## src/rtl/nibble_regrouper_pkg.sv

```systemverilog
// nibble_regrouper_pkg
//   Shared defaults and helpers for the nibble_regrouper gearbox.
//   DEF_IN_W / DEF_OUT_W / DEF_BUF_W : default input width, output width and
//                                      accumulator capacity (bits).
//   cnt_w(buf_w)                     : width of a fill counter that must hold
//                                      every value 0..buf_w.
//   Optional feature macro used across the slice: GEARBOX_FLUSH_EN.
package nibble_regrouper_pkg;

  localparam int DEF_IN_W  = 4;
  localparam int DEF_OUT_W = 5;
  localparam int DEF_BUF_W = 12;

  function automatic int cnt_w(input int buf_w);
    return $clog2(buf_w + 1);
  endfunction

endpackage

```

## src/rtl/nibble_regrouper_if.sv

```systemverilog
// nibble_regrouper_if
//   Bundles both valid/ready streams of the gearbox.
//   in_valid / in_ready / in_data    : upstream word stream (IN_W bits, MSB oldest)
//   out_valid / out_ready / out_data : downstream symbol stream (OUT_W bits, MSB oldest)
//   flush / out_last                 : present only when GEARBOX_FLUSH_EN is defined
//   Modports: slave  = the gearbox's view (consumes input, produces output)
//             master = the environment's view (drives input, consumes output)
interface nibble_regrouper_if
  import nibble_regrouper_pkg::*;
#(
  parameter int IN_W  = DEF_IN_W,
  parameter int OUT_W = DEF_OUT_W
);

  logic             in_valid;
  logic             in_ready;
  logic [IN_W-1:0]  in_data;
  logic             out_valid;
  logic             out_ready;
  logic [OUT_W-1:0] out_data;
`ifdef GEARBOX_FLUSH_EN
  logic             flush;
  logic             out_last;

  modport slave (
    input  in_valid, in_data, out_ready, flush,
    output in_ready, out_valid, out_data, out_last
  );

  modport master (
    output in_valid, in_data, out_ready, flush,
    input  in_ready, out_valid, out_data, out_last
  );
`else
  modport slave (
    input  in_valid, in_data, out_ready,
    output in_ready, out_valid, out_data
  );

  modport master (
    output in_valid, in_data, out_ready,
    input  in_ready, out_valid, out_data
  );
`endif

endinterface

```

## src/rtl/nibble_regrouper_regroup_acc.sv

```systemverilog
// regroup_acc
//   Left-aligned bit accumulator: the valid bits live in acc[BUF_W-1 -: count].
//   clk      : rising-edge clock
//   reset    : asynchronous, active-low
//   push     : append in_data after the held bits (after any same-cycle pop)
//   pop      : drop the oldest OUT_W bits (shift left, zero fill)
//   clear    : discard everything (used for the padded final symbol)
//   in_data  : IN_W-bit word, MSB oldest
//   head     : the oldest OUT_W bits, i.e. acc[BUF_W-1 -: OUT_W]
//   count    : number of valid bits held
module regroup_acc
  import nibble_regrouper_pkg::*;
#(
  parameter int IN_W  = DEF_IN_W,
  parameter int OUT_W = DEF_OUT_W,
  parameter int BUF_W = DEF_BUF_W,
  parameter int CW    = cnt_w(BUF_W)
) (
  input  logic             clk,
  input  logic             reset,
  input  logic             push,
  input  logic             pop,
  input  logic             clear,
  input  logic [IN_W-1:0]  in_data,
  output logic [OUT_W-1:0] head,
  output logic [CW-1:0]    count
);

  logic [BUF_W-1:0] acc_reg, acc_next;
  logic [CW-1:0]    count_reg, count_next;
  logic [BUF_W-1:0] acc_shifted;
  logic [CW-1:0]    base_cnt;
  logic [BUF_W-1:0] ins_aligned;

  always_comb begin
    acc_shifted = pop ? (acc_reg << OUT_W) : acc_reg;
    base_cnt    = pop ? (count_reg - CW'(OUT_W)) : count_reg;
    // New word lands directly below the bits that survive this cycle's pop.
    // Bits below count are always zero, so OR-ing in is sufficient.
    ins_aligned = {in_data, {(BUF_W-IN_W){1'b0}}} >> base_cnt;
    acc_next    = acc_shifted;
    count_next  = base_cnt;
    if (push) begin
      acc_next   = acc_shifted | ins_aligned;
      count_next = base_cnt + CW'(IN_W);
    end
    if (clear) begin
      acc_next   = '0;
      count_next = '0;
    end
  end

  always_ff @(posedge clk or negedge reset) begin
    if (!reset) begin
      acc_reg   <= '0;
      count_reg <= '0;
    end else begin
      acc_reg   <= acc_next;
      count_reg <= count_next;
    end
  end

  genvar gi;
  generate
    for (gi = 0; gi < OUT_W; gi++) begin : g_head
      assign head[gi] = acc_reg[BUF_W-OUT_W+gi];
    end
  endgenerate

  assign count = count_reg;

endmodule

```

## src/rtl/nibble_regrouper.sv

```systemverilog
// nibble_regrouper
//   Regroups a stream of IN_W-bit words into OUT_W-bit symbols, MSB first
//   (default 4-bit nibbles -> 5-bit symbols). Receive end of the 5-in/4-out
//   serial shift chain on the adder datapath.
//   clk   : rising-edge clock
//   reset : asynchronous, active-low
//   bus   : nibble_regrouper_if.slave (in/out valid-ready streams; flush and
//           out_last exist only when GEARBOX_FLUSH_EN is defined)
//   With GEARBOX_FLUSH_EN, a flush pulse drains the residual (<OUT_W) bits as
//   one zero-padded symbol tagged out_last. Without it, residual bits wait for
//   more input.
//   Parameters: IN_W, OUT_W, BUF_W (BUF_W >= IN_W+OUT_W-1).
module nibble_regrouper
  import nibble_regrouper_pkg::*;
#(
  parameter int IN_W  = DEF_IN_W,
  parameter int OUT_W = DEF_OUT_W,
  parameter int BUF_W = DEF_BUF_W
) (
  input logic               clk,
  input logic               reset,
  nibble_regrouper_if.slave bus
);

  localparam int CW = cnt_w(BUF_W);

  generate
    if (BUF_W < IN_W + OUT_W - 1) begin : g_bad_buf_w
      $error("nibble_regrouper: BUF_W must be >= IN_W+OUT_W-1");
    end
  endgenerate

  logic [OUT_W-1:0] head;
  logic [CW-1:0]    count;
  logic             has_full;
  logic             has_room;
  logic             in_ready_i;
  logic             out_valid_i;
  logic             push;
  logic             pop;
  logic             clear;

  // Both flags come from the registered count only, so in_ready never
  // depends combinationally on out_ready.
  assign has_full = (count >= CW'(OUT_W));
  assign has_room = (count <= CW'(BUF_W - IN_W));

`ifdef GEARBOX_FLUSH_EN
  logic flush_pending_reg, flush_pending_next;
  logic residue;

  // The padded symbol is offered only once every full symbol has drained.
  assign residue     = flush_pending_reg && !has_full && (count != '0);
  assign in_ready_i  = has_room && !flush_pending_reg;
  assign out_valid_i = has_full || residue;
  assign clear       = residue && bus.out_ready;

  always_comb begin
    flush_pending_next = flush_pending_reg;
    if (clear) begin
      flush_pending_next = 1'b0;
    end else if (bus.flush && (count != '0)) begin
      flush_pending_next = 1'b1;
    end else if (flush_pending_reg && (count == '0)) begin
      // Held bits were an exact multiple of OUT_W: nothing left to pad.
      flush_pending_next = 1'b0;
    end
  end

  always_ff @(posedge clk or negedge reset) begin
    if (!reset) begin
      flush_pending_reg <= 1'b0;
    end else begin
      flush_pending_reg <= flush_pending_next;
    end
  end

  assign bus.out_last = residue;
`else
  assign in_ready_i  = has_room;
  assign out_valid_i = has_full;
  assign clear       = 1'b0;
`endif

  assign push = bus.in_valid && in_ready_i;
  assign pop  = out_valid_i && bus.out_ready;

  regroup_acc #(
    .IN_W  (IN_W),
    .OUT_W (OUT_W),
    .BUF_W (BUF_W),
    .CW    (CW)
  ) u_acc (
    .clk     (clk),
    .reset   (reset),
    .push    (push),
    .pop     (pop),
    .clear   (clear),
    .in_data (bus.in_data),
    .head    (head),
    .count   (count)
  );

  assign bus.in_ready  = in_ready_i;
  assign bus.out_valid = out_valid_i;
  assign bus.out_data  = head;

endmodule

```

## src/flat_wrapper.sv

```systemverilog
// flat-port wrapper written by rule: the top's interface ports become plain ports
module nibble_regrouper_flat import nibble_regrouper_pkg::*;
#(
  parameter int IN_W  = DEF_IN_W,
  parameter int OUT_W = DEF_OUT_W,
  parameter int BUF_W = DEF_BUF_W
)
  (clk, reset, bus_in_valid, bus_in_data, bus_out_ready, bus_in_ready, bus_out_valid, bus_out_data);
  nibble_regrouper_if #(.IN_W(IN_W), .OUT_W(OUT_W)) bus_i ();
  input logic clk;
  input logic reset;
  input wire logic [$bits(bus_i.in_valid)-1:0] bus_in_valid;
  input wire logic [$bits(bus_i.in_data)-1:0] bus_in_data;
  input wire logic [$bits(bus_i.out_ready)-1:0] bus_out_ready;
  output wire logic [$bits(bus_i.in_ready)-1:0] bus_in_ready;
  output wire logic [$bits(bus_i.out_valid)-1:0] bus_out_valid;
  output wire logic [$bits(bus_i.out_data)-1:0] bus_out_data;
  assign bus_i.in_valid = bus_in_valid;
  assign bus_i.in_data = bus_in_data;
  assign bus_i.out_ready = bus_out_ready;
  assign bus_in_ready = bus_i.in_ready;
  assign bus_out_valid = bus_i.out_valid;
  assign bus_out_data = bus_i.out_data;
  nibble_regrouper #(.IN_W(IN_W), .OUT_W(OUT_W), .BUF_W(BUF_W)) u_core (.clk(clk), .reset(reset), .bus(bus_i));
endmodule
```

## config.mk

```make
export PLATFORM = sky130hd
export DESIGN_NAME = nibble_regrouper_flat
export DESIGN_NICKNAME = d
export VERILOG_FILES = /design/src/rtl/nibble_regrouper_pkg.sv /design/src/rtl/nibble_regrouper_if.sv /design/src/rtl/nibble_regrouper_regroup_acc.sv /design/src/rtl/nibble_regrouper.sv /design/src/flat_wrapper.sv
export SDC_FILE = /design/constraint.sdc
export NUM_CORES = 1
export LEC_CHECK = 0
export CAP_MARGIN = 20
export CELL_PAD_IN_SITES_DETAIL_PLACEMENT = 1
export CELL_PAD_IN_SITES_GLOBAL_PLACEMENT = 1
export CORE_MARGIN = 2
export CORE_UTILIZATION = 35
export CTS_CLUSTER_DIAMETER = 60
export DETAILED_ROUTE_END_ITERATION = 16
export GPL_TIMING_DRIVEN = 0
export HOLD_SLACK_MARGIN = 0.06
export PLACE_DENSITY_LB_ADDON = 0.1
export SETUP_SLACK_MARGIN = 0.05
export SYNTH_ARGS = -nofsm -noshare
export SYNTH_HDL_FRONTEND = slang
export SYNTH_SLANG_ARGS = --single-unit
export TNS_END_PERCENT = 100
```

## constraint.sdc

```tcl
create_clock -name clk -period 4.3 [get_ports clk]
set_input_delay 0.43 -clock clk [delete_from_list [all_inputs] [get_ports clk]]
set_output_delay 0.43 -clock clk [all_outputs]
set_load 0.01 [all_outputs]
```

**Word-level counts from Yosys, hierarchy flattened**

Cells that the tools add are included.
W data, S select, Z words.

- Register bits after elaboration: 16
- Input bits: 8

- Bitwise gates (word level): 1
- Multiplexer cells: 4
- Shift-type cells: 1
- Reduce and logical (&&, ||, !) cells: 2
- Magnitude comparators: 2
- Add/sub/neg operators: 2

Operators by type and width:

| operator | number |
|---|---|
| $mux W12 | 2 |
| $or A12 B12 Y12 | 1 |
| $shr A12 B4 Y12 | 1 |
| $mux W4 | 2 |
| $add A4 B3 Y4 const B | 1 |
| $ge A4 B3 Y1 const B | 1 |
| $le A4 B4 Y1 const B | 1 |
| $sub A4 B3 Y4 const B | 1 |
| $logic_and A1 B1 Y1 | 2 |

**Logic depth before layout (Yosys ltp)**

- Word-level depth: 6
- Mapped depth: 9
- Gate-level depth less buffers: 7

**By module**

A second synthesis with hierarchy kept.

- Cells, all modules: 141
- Area total of the unflattened synthesis: 1252.5 um2

By module, submodules not included:

| module | area an instance (um2) | times used | cells an instance |
|---|---|---|---|
| regroup_acc | 1209.9 | 1 | 134 |
| nibble_regrouper | 42.5 | 1 | 7 |

**Worst setup path after synthesis**

OpenSTA, ideal clock, no wires.

- Path kind: reg2reg
- Start: register u_core.u_acc.count_reg[0] (netlist: u_core.u_acc.count[0])
- End: register u_core.u_acc.acc_reg[5]
- Period minus slack after synthesis: 2044 ps
- Stages on the path, launching flop included: 8
- Setup slack: 2256 ps
- Arrival time: 1953 ps
- Path through: dfrtp_1 > buf_2 > inv_2 > ha_1 > nor3b_4 > nor2_4 > mux4_2 > o221ai_1

- Word-level cells in the longest chain between the ends: 6
- Elaborated cells on any way between the ends: 10
- Classes of those cells: add/sub: 1; order compare: 2; shift: 1; mux: 3; bitwise: 1; reduce/logical: 2

Ends and longest elaborated chain:

| item | line | source |
|---|---|---|
| start: declaration | nibble_regrouper_regroup_acc.sv:30 | `logic [CW-1:0] count_reg, count_next;` |
| start signal: assignment | nibble_regrouper_regroup_acc.sv:59 | `count_reg <= count_next;` |
| $ge A4 B3 Y1 | nibble_regrouper.sv:45 | `assign has_full = (count >= CW'(OUT_W));` |
| $logic_and A1 B1 Y1 | nibble_regrouper.sv:86 | `assign pop = out_valid_i && bus.out_ready;` |
| $mux W4 | nibble_regrouper_regroup_acc.sv:37 | `base_cnt = pop ? (count_reg - CW'(OUT_W)) : count_reg;` |
| $shr A12 B4 Y12 | nibble_regrouper_regroup_acc.sv:40 | `ins_aligned = {in_data, {(BUF_W-IN_W){1'b0}}} >> base_cnt;` |
| $or A12 B12 Y12 | nibble_regrouper_regroup_acc.sv:44 | `acc_next = acc_shifted \| ins_aligned;` |
| $mux W12 * | nibble_regrouper_regroup_acc.sv:43 | `if (push) begin` |
| via u_core.u_acc.acc_next[5] | nibble_regrouper_regroup_acc.sv:29 | `logic [BUF_W-1:0] acc_reg, acc_next;` |
| end signal: assignment | nibble_regrouper_regroup_acc.sv:58 | `acc_reg <= acc_next;` |
| end: declaration | nibble_regrouper_regroup_acc.sv:29 |  |

The timed path passes the listed nets; every way through them passes the cells marked *.

**Worst setup path after layout**

- Start: register u_core.u_acc.count_reg[0] (netlist: u_core.u_acc.count[0])
- End: output bus_in_ready

- Word-level cells in the longest chain between the ends: 1

Ends and longest elaborated chain:

| item | line | source |
|---|---|---|
| $le A4 B4 Y1 | nibble_regrouper.sv:46 | `assign has_room = (count <= CW'(BUF_W - IN_W));` |
| end: declaration | flat_wrapper.sv:15 | `output wire logic [$bits(bus_i.in_ready)-1:0] bus_in_ready;` |

Every way passes these cells.

==> flow_metrics.env <==
export IMPL_worstPathRequired_ps=3870
export IMPL_area_delta_synth_final_pct=18.98
export IMPL_fin_crit_sh_pct=58.96
export IMPL_clockRootBuffer="clkbuf_4"
export IMPL_hold_class="reg2reg"
export IMPL_crit_path_end="bus_in_ready"
export IMPL_ys_flop_type="dfrtp_1"
export IMPL_vias=1020
export IMPL_layout_common_cells="dfrtp_1, clkdlybuf4s50_1, nor2_1, nand2_1"
export IMPL_drt_iter0_drc=20
export IMPL_final_common_cell="dfrtp_1"
export IMPL_finalHoldViolCount=0
export IMPL_syn_avg_cell_area_sq_um=9.253
export IMPL_buffer_ports_inserted=14
export IMPL_rsz0062_at_grt="false"
export IMPL_core_area_sq_um=3078
export IMPL_ff2ff_path_depth=8
export IMPL_reg2reg_from="u_core.u_acc.count[0]"
export IMPL_die_width_um=61.26
export IMPL_post_cts_resized=0
export IMPL_fin_skew_ps=5.584
export IMPL_tns_ps=0
export IMPL_path_cells="buf_2 > inv_2 > ha_1 > inv_1 > o21ai_0 > clkdlybuf4s50_1"
export IMPL_ant_nets=0
export IMPL_arrival_ps=2110
export IMPL_antenna_found_initial=0
export IMPL_ys_seq_elements=16
export IMPL_hpwl_um=2266
export IMPL_async_reset_ff_share_pct=100.0
export IMPL_rrSetupSlack_ps=1880
export IMPL_antennaDiodeCount=0
export IMPL_place_congestion=0.8369
export IMPL_vias_per_cell=5.514
export IMPL_cts_hold_fix_buffers=0
export IMPL_end_kind="primary output"
export IMPL_grt_util_all_layers_pct=17.62
export IMPL_crit_type="reg2out"
export IMPL_slowest_stage="clkdlybuf4s50_1"
export IMPL_first_pass_iters=4
export IMPL_worstPathMaxFanout=10
export IMPL_fin_util_pct=44.35
export IMPL_stdcell_count=185
export IMPL_syn_inst=124
export IMPL_slowest_delay_ps=550
export IMPL_clock_path_buffers=2
export IMPL_grt_overflow_total=0
export IMPL_grt_first_pass_wirelength_um=4823
export IMPL_final_max_slew_viol_count=0
export IMPL_syn_num_nets=134
export IMPL_ys_types=43
export IMPL_leakagePower_nw=0.5833
export IMPL_cp_startpoint="u_core.u_acc.count[0]"
export IMPL_drt_wirelength_per_cell_um=15.88
export IMPL_wl_um=2937
export IMPL_regToRegEndpoint="u_core.u_acc.acc_reg[2]"
export IMPL_drc_errors=0
export IMPL_ctsHtreeMaxLevel=1
export IMPL_slew_limit_headroom_pct=47.01
export IMPL_vdd_ir_drop_max_mv=0.4306
export IMPL_cts_setup_buffers=0
export IMPL_finalSetupViolCount=0
export IMPL_dieArea_sq_um=3752
export IMPL_clk_pin_slew_worst_paths_ps=100
export IMPL_start_util_pct=37.28
export IMPL_cts_sinks=16
export IMPL_status="finished, final reports clean"
export IMPL_placed_cells=182
export IMPL_row_count=20
export IMPL_max_freq_ghz=0.3944
export IMPL_netlist_area_sq_um=1147
export IMPL_synth_edf_count=0
export IMPL_tritoncts="done"
export IMPL_power_density_nw_per_um2=738.5
export IMPL_worst_pin_slew_ps=792.3
export IMPL_yosysSeqAreaShare_pct=34.90
export IMPL_grt_max_degree=17
export IMPL_cts_buffers=3
export IMPL_die_h_um=61.26
export IMPL_maxCapViolations=0
export IMPL_yosys_warnings=0
export IMPL_num_io_pins=15
export IMPL_largest_reg_flops=12
export IMPL_fin_crit_ps=2535
export IMPL_clk_latency_ps=280
export IMPL_first_global_vias=999
export IMPL_start_kind="flip-flop"
export IMPL_finalNetCount=153
export IMPL_final_layout_size_suffix_gt1_share_pct=15.60
-- Yosys cell counts, types with 2 or more instances --
library cell	count	share of area [%]
ha_1	2	2.2
a21boi_0	2	1.3
mux2i_1	6	5.2
o21ai_2	2	1.5
a22o_1	2	1.5
o211ai_1	3	2.0
o22ai_1	4	2.2
a21oi_1	2	0.87
a221oi_2	2	2.6
clkbuf_1	2	0.65
nand4_1	2	1.1
dfrtp_1	16	35
buf_2	2	0.87
inv_1	8	2.6
nor2_1	12	3.9
nand2_1	9	2.9
nand2b_1	5	2.7
buf_4	5	3.3
o21ai_0	8	3.5
o221ai_1	7	5.3
-- layout make-up --
type	instances	area [sq um]
multi-input combinational	89	646.9
timing repair buffer	14	140.1
fill	390	1713
sequential	16	400.4
inverter	9	33.78
clock buffer	3	22.52
tap	44	55.05
buffer	10	66.31
-- metrics by stage --
stage                     cell area [sq um]  hold slack (ps)  power [mW]  setup WS, ps
after floorplan                        1147            134.4      0.7313          2256
after global placement                 1343            475.6      0.9183          1944
after detailed placement               1343            482.6      0.9362          1899
after CTS                              1365            511.9       1.018          1735
after global routing                   1365            554.3       1.096          1621
final                                  1365            513.6       1.008          1765
-- where the power goes --
| group | internal, mW | leakage, nW | total [mW] | switching (mW) |
|---|---|---|---|---|
| combinational | 0.302 | 0.372 | 0.661 | 0.359 |
| clock | 0.0325 | 0.0138 | 0.0804 | 0.0479 |
| sequential | 0.216 | 0.197 | 0.267 | 0.0509 |
| total | 0.551 | 0.583 | 1.01 | 0.457 |
-- per-layer routing --
| layer | track usage, % | routed length (um) |
|---|---|---|
| met3 | 2.521 | 82 |
| met5 | 0 | 0 |
| met4 | 4.658 | 23 |
| met2 | 28.72 | 1411 |
| met1 | 24.45 | 1420 |
-- worst min-delay path by stage --
stage	start	endpoint	slack [ps]	cells past startpoint
after global routing	u_core.u_acc.acc_reg[4]	u_core.u_acc.acc_reg[4]	550	1
final	u_core.u_acc.acc_reg[1]	u_core.u_acc.acc_reg[1]	510	2
after floorplan	reset	u_core.u_acc.acc_reg[0]	130	0
after detailed placement	u_core.u_acc.acc_reg[1]	u_core.u_acc.acc_reg[1]	480	2
after global placement	u_core.u_acc.acc_reg[1]	u_core.u_acc.acc_reg[1]	480	2
after CTS	u_core.u_acc.acc_reg[1]	u_core.u_acc.acc_reg[1]	510	2
-- worst max-delay path: cells and delay by family (launching register included) --
kind                     cells  cell delay (ps)
flip-flops                   1              390
buffers and inverters        4             1010
AO/OA/AOI/OAI                1              150
adder cells (fa/ha/maj)      1              260
-- cell families after synthesis --
family	Yosys count	share of synthesized area [%]
multiplexers	7	7.197
AND/OR/NAND/NOR	39	19.63
XOR/XNOR	2	1.527
flip-flops	16	34.90
adder cells (fa/ha/maj)	2	2.181
AO/OA/AOI/OAI	39	25.85
buffers and inverters	19	8.724
(Power assumes the default switching activity.)
